## src/rtl/brus16_rom_pkg.sv

```systemverilog
// Shared types and sizes for the brus16 program-ROM access path.
// Port numbering matches the arbiter's req/gnt bit positions.
package brus16_rom_pkg;

    localparam int ROM_ADDR_W = 13;
    localparam int ROM_DATA_W = 16;
    localparam int ROM_WORDS  = 8192;

    typedef enum logic {
        PORT_FETCH = 1'b0,
        PORT_DATA  = 1'b1
    } port_e;

    typedef struct packed {
        logic  valid;
        port_e port;
        logic  oor;
    } rom_tag_t;

endpackage

```

## src/rtl/rr_arbiter2.sv

```systemverilog
// Two-way round-robin arbiter: a lone requester always wins, a tie goes to the
// pointed-at port, and the pointer then moves to the port that was not granted.
module rr_arbiter2
    import brus16_rom_pkg::*;
(
    input  logic       clk,
    input  logic       reset,
    input  logic [1:0] req,
    output logic [1:0] gnt
);

    port_e ptr;

    // Grants are suppressed during reset so nothing reaches the ROM pins.
    always_comb begin
        gnt = 2'b00;
        if (!reset) begin
            if (req == 2'b11) begin
                gnt = (ptr == PORT_DATA) ? 2'b10 : 2'b01;
            end else begin
                gnt = req;
            end
        end
    end

    always_ff @(posedge clk or posedge reset) begin
        if (reset) begin
            ptr <= PORT_FETCH;
        end else if (gnt[0]) begin
            ptr <= PORT_DATA;
        end else if (gnt[1]) begin
            ptr <= PORT_FETCH;
        end
    end

endmodule

```

## src/rtl/rom_port_arbiter.sv

```systemverilog
// Shares the synchronous program ROM between instruction fetch (port 0) and
// data load (port 1): one issue per clock, fixed-latency tagged return.
module rom_port_arbiter
    import brus16_rom_pkg::*;
#(
    parameter int ADDR_W    = ROM_ADDR_W,
    parameter int DATA_W    = ROM_DATA_W,
    parameter int ROM_WORDS = brus16_rom_pkg::ROM_WORDS,
    parameter int RD_LAT    = 1
) (
    input  logic              clk,
    input  logic              reset,
    input  logic              p0_req,
    input  logic [ADDR_W-1:0] p0_addr,
    output logic              p0_gnt,
    output logic              p0_rvalid,
    output logic [DATA_W-1:0] p0_rdata,
    input  logic              p1_req,
    input  logic [ADDR_W-1:0] p1_addr,
    output logic              p1_gnt,
    output logic              p1_rvalid,
    output logic [DATA_W-1:0] p1_rdata,
    output logic              oor_err,
    output logic              rom_ce,
    output logic              rom_oce,
    output logic              rom_reset,
    output logic [ADDR_W-1:0] rom_ad,
    input  logic [DATA_W-1:0] rom_dout
);

    localparam logic [ADDR_W:0] ROM_LIMIT = (ADDR_W + 1)'(ROM_WORDS);

    logic [1:0]        gnt;
    logic              any_gnt;
    port_e             gnt_port;
    logic [ADDR_W-1:0] gnt_addr;
    logic              gnt_oor;
    logic [ADDR_W-1:0] last_ad;
    rom_tag_t          tag_pipe [RD_LAT];
    rom_tag_t          ret_tag;

    rr_arbiter2 u_arb (
        .clk   (clk),
        .reset (reset),
        .req   ({p1_req, p0_req}),
        .gnt   (gnt)
    );

    assign p0_gnt   = gnt[0];
    assign p1_gnt   = gnt[1];
    assign any_gnt  = |gnt;
    assign gnt_port = gnt[1] ? PORT_DATA : PORT_FETCH;
    assign gnt_addr = gnt[1] ? p1_addr : p0_addr;
    assign gnt_oor  = {1'b0, gnt_addr} >= ROM_LIMIT;

    // The ROM sees the granted address in the grant cycle; otherwise the bus parks.
    assign rom_ce    = any_gnt;
    assign rom_ad    = any_gnt ? gnt_addr : last_ad;
    assign rom_oce   = 1'b1;
    assign rom_reset = reset;

    always_ff @(posedge clk or posedge reset) begin
        if (reset) begin
            last_ad <= '0;
        end else if (any_gnt) begin
            last_ad <= gnt_addr;
        end
    end

    // Tags travel alongside the ROM pipeline so each word finds its owner.
    always_ff @(posedge clk or posedge reset) begin
        if (reset) begin
            for (int i = 0; i < RD_LAT; i++) begin
                tag_pipe[i] <= '0;
            end
        end else begin
            tag_pipe[0] <= '{valid: any_gnt, port: gnt_port, oor: gnt_oor};
            for (int i = 1; i < RD_LAT; i++) begin
                tag_pipe[i] <= tag_pipe[i-1];
            end
        end
    end

    assign ret_tag = tag_pipe[RD_LAT-1];

    always_ff @(posedge clk or posedge reset) begin
        if (reset) begin
            p0_rvalid <= 1'b0;
            p1_rvalid <= 1'b0;
            p0_rdata  <= '0;
            p1_rdata  <= '0;
            oor_err   <= 1'b0;
        end else begin
            p0_rvalid <= ret_tag.valid && (ret_tag.port == PORT_FETCH);
            p1_rvalid <= ret_tag.valid && (ret_tag.port == PORT_DATA);
            oor_err   <= ret_tag.valid && ret_tag.oor;
            if (ret_tag.valid && (ret_tag.port == PORT_FETCH)) begin
                p0_rdata <= ret_tag.oor ? '0 : rom_dout;
            end
            if (ret_tag.valid && (ret_tag.port == PORT_DATA)) begin
                p1_rdata <= ret_tag.oor ? '0 : rom_dout;
            end
        end
    end

endmodule
```

## config.mk

```make
export PLATFORM = sky130hd
export DESIGN_NAME = rom_port_arbiter
export DESIGN_NICKNAME = d
export VERILOG_FILES = /design/src/rtl/brus16_rom_pkg.sv /design/src/rtl/rr_arbiter2.sv /design/src/rtl/rom_port_arbiter.sv
export SDC_FILE = /design/constraint.sdc
export NUM_CORES = 1
export LEC_CHECK = 0
export ABC_AREA = 0
export BUFFER_PORTS_ARGS = -buffer_cell sky130_fd_sc_hd__buf_4
export CAP_MARGIN = 20
export CORE_MARGIN = 2
export CORE_UTILIZATION = 43
export CTS_BUF_LIST = sky130_fd_sc_hd__clkbuf_8
export CTS_CLUSTER_SIZE = 14
export DETAILED_ROUTE_END_ITERATION = 10
export GPL_TIMING_DRIVEN = 0
export PLACE_DENSITY = 0.78
export SETUP_SLACK_MARGIN = 0.1
export SLEW_MARGIN = 20
export SYNTH_ARGS = -nofsm -noshare
export SYNTH_HDL_FRONTEND = slang
export SYNTH_HIERARCHICAL = 1
export SYNTH_SLANG_ARGS = --single-unit
```

## constraint.sdc

```tcl
create_clock -name clk -period 1.6 [get_ports clk]
set_clock_uncertainty 0.1 [all_clocks]
set_input_delay 0.32 -clock clk [delete_from_list [all_inputs] [get_ports clk]]
set_output_delay 0.32 -clock clk [all_outputs]
set_load 0.005 [all_outputs]
```

==> Implementation_results.wiki, run 1 <==
{| class="wikitable"
! Metric !! Value
|-
| Clock latency on the worst-skew pair || 0.29 ns
|-
| Number of routed nets with antenna violations || 0
|-
| Pin count of the biggest net entering global routing || 50
|-
| Synth unique cells || 20
|-
| Die Y-Extent || 73.17 um
|-
| Routed via count divided by cell count || 4.755
|-
| Root buf cell || sky130_fd_sc_hd__clkbuf_8
|-
| Logic gate share of total power || 0.311
|-
| Met3 capacity usage during global routing || 0.07182
|-
| DP Cell Count || 297
|-
| Hold Violations, Final || 0
|-
| Syn nets || 193
|-
| Post-Syn Area || 2057 um2
|-
| PnR Total Power || 3.694 mW
|-
| Final hold slack || 0.1446 ns
|-
| Cell count after synthesis || 147
|-
| Number of buffer cells added on primary ports || 96
|-
| Most common library cell in the layout ignoring fill and taps || sky130_fd_sc_hd__buf_4
|-
| Critical path start-end classification || register to primary output
|-
| Share of final-layout standard cells stronger than drive strength 1 || 0.6364
|-
| Ratio of final minimum period to clock period || 1.301
|-
| Layer carrying the most global-route usage || met2
|-
| Overall Global Routing Usage || 0.1740
|-
| Number of max-cap violations || 0
|-
| Largest fanout of any net on the critical path || 5
|-
| Placement-stage cell area || 2900 um2
|-
| Placeable core region || 4661 um2
|-
| Router iterations before antenna repair || 4
|-
| Number of synthesis warnings || 6
|-
| Share of the core filled with cells || 0.6864
|-
| Global-route track usage on met1 || 0.2113
|-
| Routed wire per std cell || 14.30 um
|-
| Min setup slack post-route || -0.4815 ns
|-
| Arrival time reported for the critical path endpoint || 1.66 ns
|-
| RSZ-0062 raised after global routing || yes
|-
| Violated checks || negative setup slack
|-
| Die width || 73.17 um
|-
| Maximum clock path buffer count || 2
|-
| Vias in the first global route || 1513
|-
| Cell type with the largest total area after synthesis || sky130_fd_sc_hd__dfrtp_1
|-
| Clock Pin Slew Worst Setup and Hold Paths || 0.09 ns
|-
| Net switching fraction of the power || 0.2500
|-
| Final-report setup violation count || 15
|-
| Total clock sinks || 50
|-
| Number of design rule violations left after detail routing || 0
|-
| Effective utilization at floorplan || 0.4413
|-
| Global-route wire length before repair || 7.093 mm
|-
| Minimum clock period after layout || 2.081 ns
|-
| Total grt overflow || 0
|-
| Fraction of synthesized cell area taken by the top area cell type || 0.6083
|-
| Clock group share of total power || 0.233
|-
| DRT Wirelength || 4.548 mm
|-
| Area growth, synth to finish || 55.54%
|-
| Leakage power summed over all cells || 1.587 nW
|-
| VDD IR max || 0.5049 mV
|-
| Cell types with the largest area share after synthesis || sky130_fd_sc_hd__dfrtp_1 61%, sky130_fd_sc_hd__mux2_2 13%, sky130_fd_sc_hd__mux2i_1 6.8%
|-
| Cts bufs inserted || 5
|-
| Number of antenna violations at the first check in global routing || 0
|-
| Req. time, crit path || 1.18 ns
|-
| Share of power burned in registers || 0.457
|-
| Vias || 1512
|-
| Final Cell Area || 3199 um2
|-
| Met2 usage in global routing || 0.2843
|-
| Switching power summed over all nets || 0.9235 mW
|-
| Design internal power || 2.770 mW
|-
| Number of cells in the finished layout apart from fillers || 318
|-
| Startpoint kind of the worst setup timing path || register
|-
| HPWL after detailed placement || 3.212 mm
|-
| Fill cell instance count of the final layout || 359
|-
| Detailed router's first-iteration violation count || 45
|-
| ANT cells || 0
|-
| Nets@finish || 309
|-
| Top-level I/O count || 99
|-
| Critical path endpoint category || primary output
|-
| Number of synthesized register bits || 50
|-
| Max H-tree Level || 2
|-
| Avg Inst Size Synth || 13.99 um2
|-
| Highest-count cells in the layout ignoring fill and taps || 106 x sky130_fd_sc_hd__buf_4, 50 x sky130_fd_sc_hd__dfrtp_1, 23 x sky130_fd_sc_hd__mux2_2
|-
| Die outline area || 5353 um2
|-
| Max Clock Freq || 480.4 MHz
|-
| Type of the most critical hold path || input port to register
|-
| Final-report max-slew violation count || 0
|-
| Seq/Total Area, Yosys || 0.6083
|-
| Clock tree from TritonCTS || built
|-
| Total power per unit cell area || 1154 nW/um2
|-
| Final weighted congestion of routability-driven global placement || 0.6886
|-
| Status || finished with violations
|-
| Rows || 25
|}
[per-layer routing]
| metal | part of all wire | wire (um) |
|---|---|---|
| met1 | 0.40 | 1815 |
| met2 | 0.50 | 2256 |
| met5 | 0 | 0 |
| met4 | 0.0051 | 23 |
| met3 | 0.10 | 453 |
[power groups by stage]
stage / clock (mW) / combinational [mW] / sequential [mW]
6_report: 0.859 / 1.15 / 1.69
3_3_place_gp: 0 / 1.05 / 1.70
4_1_cts: 0.888 / 1.11 / 1.69
2_1_floorplan: 0 / 0.446 / 1.71
3_5_place_dp: 0 / 1.07 / 1.71
5_1_grt: 0.933 / 1.24 / 1.72
[state kept, by name (all words and copies together), names as in the netlist]
name	cells
ret_tag	2
p1_rvalid	1
p1_rdata	16
p0_rvalid	1
last_ad	13
p0_rdata	16
u_arb/ptr	1
[synthesized netlist by cell type]
cell                       count
sky130_fd_sc_hd__nand2_2       1
sky130_fd_sc_hd__or2b_1        1
sky130_fd_sc_hd__buf_2         3
sky130_fd_sc_hd__buf_4         4
sky130_fd_sc_hd__buf_12        1
sky130_fd_sc_hd__nand2b_1      1
sky130_fd_sc_hd__mux2i_1      14
sky130_fd_sc_hd__nor2b_2       1
sky130_fd_sc_hd__buf_6         1
sky130_fd_sc_hd__dfrtp_1      50
sky130_fd_sc_hd__nand2_1      13
sky130_fd_sc_hd__a21oi_1       1
sky130_fd_sc_hd__clkbuf_1      2
sky130_fd_sc_hd__inv_1         5
sky130_fd_sc_hd__o21ai_0      13
sky130_fd_sc_hd__or2_2         1
sky130_fd_sc_hd__conb_1        2
sky130_fd_sc_hd__mux2_4        9
sky130_fd_sc_hd__mux2_2       23
sky130_fd_sc_hd__a21boi_0      1
[per-stage QoR]
step / TNS (ns) / setup slack [ns]
global route: -6.797 / -0.5697
floorplan: -0.6442 / -0.07158
detailed placement: -5.800 / -0.4362
CTS: -5.556 / -0.4336
global placement: -5.572 / -0.4121
finish: -5.371 / -0.4815
[final cells by class]
| class | instances | area (um2) | share of cell area |
|---|---|---|---|
| Tap cell | 54 | 67.56 | 0.02112 |
| Timing Repair Buffer | 109 | 860.8 | 0.2691 |
| Buffer | 11 | 143.9 | 0.04497 |
| Inverter | 5 | 22.52 | 0.007039 |
| Sequential cell | 50 | 1251 | 0.3911 |
| Clock inverter | 3 | 40.04 | 0.01251 |
| Multi-Input combinational cell | 81 | 744.5 | 0.2327 |
| Clock buffer | 5 | 68.82 | 0.02151 |
[cells by family (layout without fill, tap and decap cells)]
group | after synthesis | in the layout | synth area share
other | 2 | 2 | 0.003651
DFF | 50 | 50 | 0.6083
muxes | 46 | 46 | 0.2597
and+or+nand+nor | 18 | 18 | 0.04076
AOI/OAI and AO/OA | 15 | 15 | 0.03771
buffers and inverters | 16 | 133 | 0.04988
[critical path, cell delays in order, from the launching register on]
cell and delay, ns:
sky130_fd_sc_hd__dfrtp_1 0.41, sky130_fd_sc_hd__a21oi_2 0.17, sky130_fd_sc_hd__buf_6 0.15, sky130_fd_sc_hd__buf_12 0.12, sky130_fd_sc_hd__mux2i_1 0.23, sky130_fd_sc_hd__o21ai_1 0.13
sky130_fd_sc_hd__buf_4 0.16
[worst paths after layout]
| kind | cells after the start | endpoint | from | slack [ns] |
|---|---|---|---|---|
| setup / recovery | 6 | rom_ad[9] | u_arb/ptr | -0.48 |
| hold / removal | 3 | last_ad[8] | p1_addr[8] | 0.14 |
| setup reg to reg | 6 | last_ad[9] | u_arb/ptr | 0.05 |
| hold reg to reg | 1 | p1_rdata[2] | p1_rdata[2] | 0.41 |
| max in group asynchronous | 4 | p0_rdata[9] | reset | 0.37 |
| min in group asynchronous | 3 | u_arb/ptr | reset | 0.33 |
[what timing repair did]
action                                  4_1_cts  5_1_grt
endpoints found under the hold margin         1       18
pin swaps                                     2        5
endpoints found under the setup margin       15       26
setup buffers                                 7        2
resized for setup                             4        9
gates cloned                                  0        1
hold buffers                                  1        1
(Power assumes the default switching activity.)
==> inputs of run 2 (changes only) <==
--- a/config.mk
+++ b/config.mk
@@ -14,8 +14,9 @@
 export CTS_CLUSTER_SIZE = 14
 export DETAILED_ROUTE_END_ITERATION = 10
 export GPL_TIMING_DRIVEN = 0
+export MAX_ROUTING_LAYER = met4
 export PLACE_DENSITY = 0.78
-export SETUP_SLACK_MARGIN = 0.1
+export SETUP_SLACK_MARGIN = 0.15
 export SLEW_MARGIN = 20
 export SYNTH_ARGS = -nofsm -noshare
 export SYNTH_HDL_FRONTEND = slang
==> run 2 against run 1 <==
The run still ends with negative setup slack left. Clock power about the same. Combinational power about the same. Maximum frequency about the same. Flip-flop and latch count unchanged. Wire length decreased by 0.15%. Non-clock buffer count unchanged. Die area unchanged. Register-to-register slack about the same. Clock-buffer cell count unchanged. Sequential power about the same. Core utilization increased by 0.11 points. Worst setup slack about the same. Critical endpoint unchanged.
==> Implementation_results.wiki, run 2 (synthesized netlist as in run 1, its figures left out) <==
{| class="wikitable"
! Metric !! Value
|-
| Status || finished with violations
|-
| Violated checks || negative setup slack
|-
| Vias in the first global route || 1516
|-
| Flip-flop and latch area || 1251 um2
|-
| Top-level I/O count || 99
|-
| Total grt overflow || 0
|-
| Maximum clock path buffer count || 2
|-
| Share of final-layout standard cells stronger than drive strength 1 || 0.6364
|-
| Area growth, synth to finish || 55.78%
|-
| Startpoint kind of the worst setup timing path || register
|-
| RSZ-0062 raised after global routing || yes
|-
| Met3 capacity usage during global routing || 0.06215
|-
| PnR Total Power || 3.695 mW
|-
| Number of routed nets with antenna violations || 0
|-
| DP Cell Count || 297
|-
| Share of the core filled with cells || 0.6875
|-
| Number of cells in the finished layout apart from fillers || 318
|-
| Global-route track usage on met1 || 0.2167
|-
| Die width || 73.17 um
|-
| Number of antenna violations at the first check in global routing || 0
|-
| Final-report max-slew violation count || 0
|-
| Routed via count divided by cell count || 4.789
|-
| Max Clock Freq || 480.5 MHz
|-
| Type of the most critical hold path || input port to register
|-
| Global-route wire length before repair || 7.086 mm
|-
| Root buf cell || sky130_fd_sc_hd__clkbuf_8
|-
| Rows || 25
|-
| DRT Wirelength || 4.541 mm
|-
| Critical path endpoint category || primary output
|-
| Minimum clock period after layout || 2.081 ns
|-
| Effective utilization at floorplan || 0.4413
|-
| Hold Violations, Final || 0
|-
| Final weighted congestion of routability-driven global placement || 0.6959
|-
| Pin count of the biggest net entering global routing || 50
|-
| Clock Pin Slew Worst Setup and Hold Paths || 0.09 ns
|-
| Detailed router's first-iteration violation count || 47
|-
| Cts bufs inserted || 5
|-
| Die outline area || 5353 um2
|-
| Clock tree from TritonCTS || built
|-
| Die Y-Extent || 73.17 um
|-
| Placement-stage cell area || 2900 um2
|-
| Final Cell Area || 3204 um2
|-
| Highest-count cells in the layout ignoring fill and taps || 107 x sky130_fd_sc_hd__buf_4, 50 x sky130_fd_sc_hd__dfrtp_1, 23 x sky130_fd_sc_hd__mux2_2
|-
| ANT cells || 0
|-
| Register-to-Register Setup Slack || 0.04 ns
|-
| Ratio of final minimum period to clock period || 1.301
|-
| Most common library cell in the layout ignoring fill and taps || sky130_fd_sc_hd__buf_4
|-
| Vias || 1523
|-
| Critical path start-end classification || register to primary output
|-
| Number of design rule violations left after detail routing || 0
|-
| Registers with the most flip-flops || p0_rdata: 16 flops, p1_rdata: 16 flops, last_ad: 13 flops
|-
| Cells along the critical path || a21oi_2 -> buf_6 -> buf_12 -> mux2i_1 -> o21ai_1 -> buf_4
|-
| HPWL after detailed placement || 3.212 mm
|-
| Footprint of the multi-input gates || 749.5 um2
|-
| Crit-path max cell delay || 0.41 ns
|-
| Req. time, crit path || 1.18 ns
|-
| Placeable core region || 4661 um2
|-
| VDD IR max || 0.5053 mV
|-
| Final-report setup violation count || 15
|-
| Number of max-cap violations || 0
|-
| Fill cell instance count of the final layout || 359
|-
| Max H-tree Level || 2
|-
| Crit path max-delay cell type || sky130_fd_sc_hd__dfrtp_1
|-
| Total clock sinks || 50
|-
| Overall Global Routing Usage || 0.1792
|-
| Number of buffer cells added on primary ports || 96
|-
| Nets@finish || 309
|-
| Layer carrying the most global-route usage || met2
|-
| Arrival time reported for the critical path endpoint || 1.66 ns
|-
| Met2 usage in global routing || 0.2853
|-
| Total power per unit cell area || 1153 nW/um2
|-
| Min setup slack post-route || -0.4810 ns
|-
| Clock latency on the worst-skew pair || 0.29 ns
|-
| Routed wire per std cell || 14.28 um
|-
| Leakage power summed over all cells || 1.596 nW
|-
| Router iterations before antenna repair || 4
|-
| Largest fanout of any net on the critical path || 5
|}
==> run 2: cell count changes in the layout (fill, tap and decap cells not counted) <==
cell                       change
sky130_fd_sc_hd__buf_4         +1
sky130_fd_sc_hd__clkbuf_4      -1
sky130_fd_sc_hd__nand2_2       -1
sky130_fd_sc_hd__nand2_4       +1
==> run 2: power breakdown <==
group | internal [mW] | total [mW] | switching [mW]
sequential | 1.55 | 1.69 | 0.138
clock | 0.460 | 0.858 | 0.398
combinational | 0.760 | 1.15 | 0.389
total | 2.77 | 3.70 | 0.924
==> run 2: cell type report <==
type,count,share of cell area
plain buffers,11,0.04490
clock buffers,5,0.02148
clock inverters,3,0.01250
inverters,5,0.007029
multi-input cells,81,0.2339
flip-flops and latches,50,0.3905
well taps,54,0.02109
repair buffers,109,0.2686
==> run 2: stage by stage <==
stage / setup slack (ns) / TNS [ns] / hold slack (ns)
detailed placement: -0.4362 / -5.800 / 0.1059
finish: -0.4810 / -5.374 / 0.1453
floorplan: -0.07158 / -0.6442 / -0.05129
global route: -0.5687 / -6.795 / 0.1388
global placement: -0.4121 / -5.572 / 0.1042
CTS: -0.4336 / -5.556 / 0.1129
==> run 2: path summary, 6_finish.rpt <==
| check | from | endpoint | cells after the start |
|---|---|---|---|
| setup reg to reg | u_arb/ptr | last_ad[9] | 6 |
| hold / removal | p1_addr[8] | last_ad[8] | 3 |
| max in group asynchronous | reset | p0_rdata[1] | 4 |
| hold reg to reg | p1_rdata[2] | p1_rdata[2] | 1 |
| min in group asynchronous | reset | u_arb/ptr | 3 |
| setup / recovery | u_arb/ptr | rom_ad[9] | 6 |
==> run 2: what timing repair did <==
item / 4_1_cts / 5_1_grt
hold endpoints to repair: 1 / 18
gates resized for setup: 5 / 9
endpoints found under the setup margin: 25 / 22
pin swaps: 2 / 5
hold buffers: 1 / 1
cloned: 0 / 1
setup buffers: 7 / 2
==> run 2: per-layer routing <==
metal  up-vias  part of all wire
met5         -                 0
met3         2             0.085
li1        724                 -
met4         0            0.0048
met1       721              0.41
met2        76              0.50
==> run 2: critical path, delay by kind of cell, from the launching register on <==
family                 cells  cell delay, ns
AOI/OAI and AO/OA          2            0.30
muxes                      1            0.23
DFF                        1            0.41
buffers and inverters      3            0.43
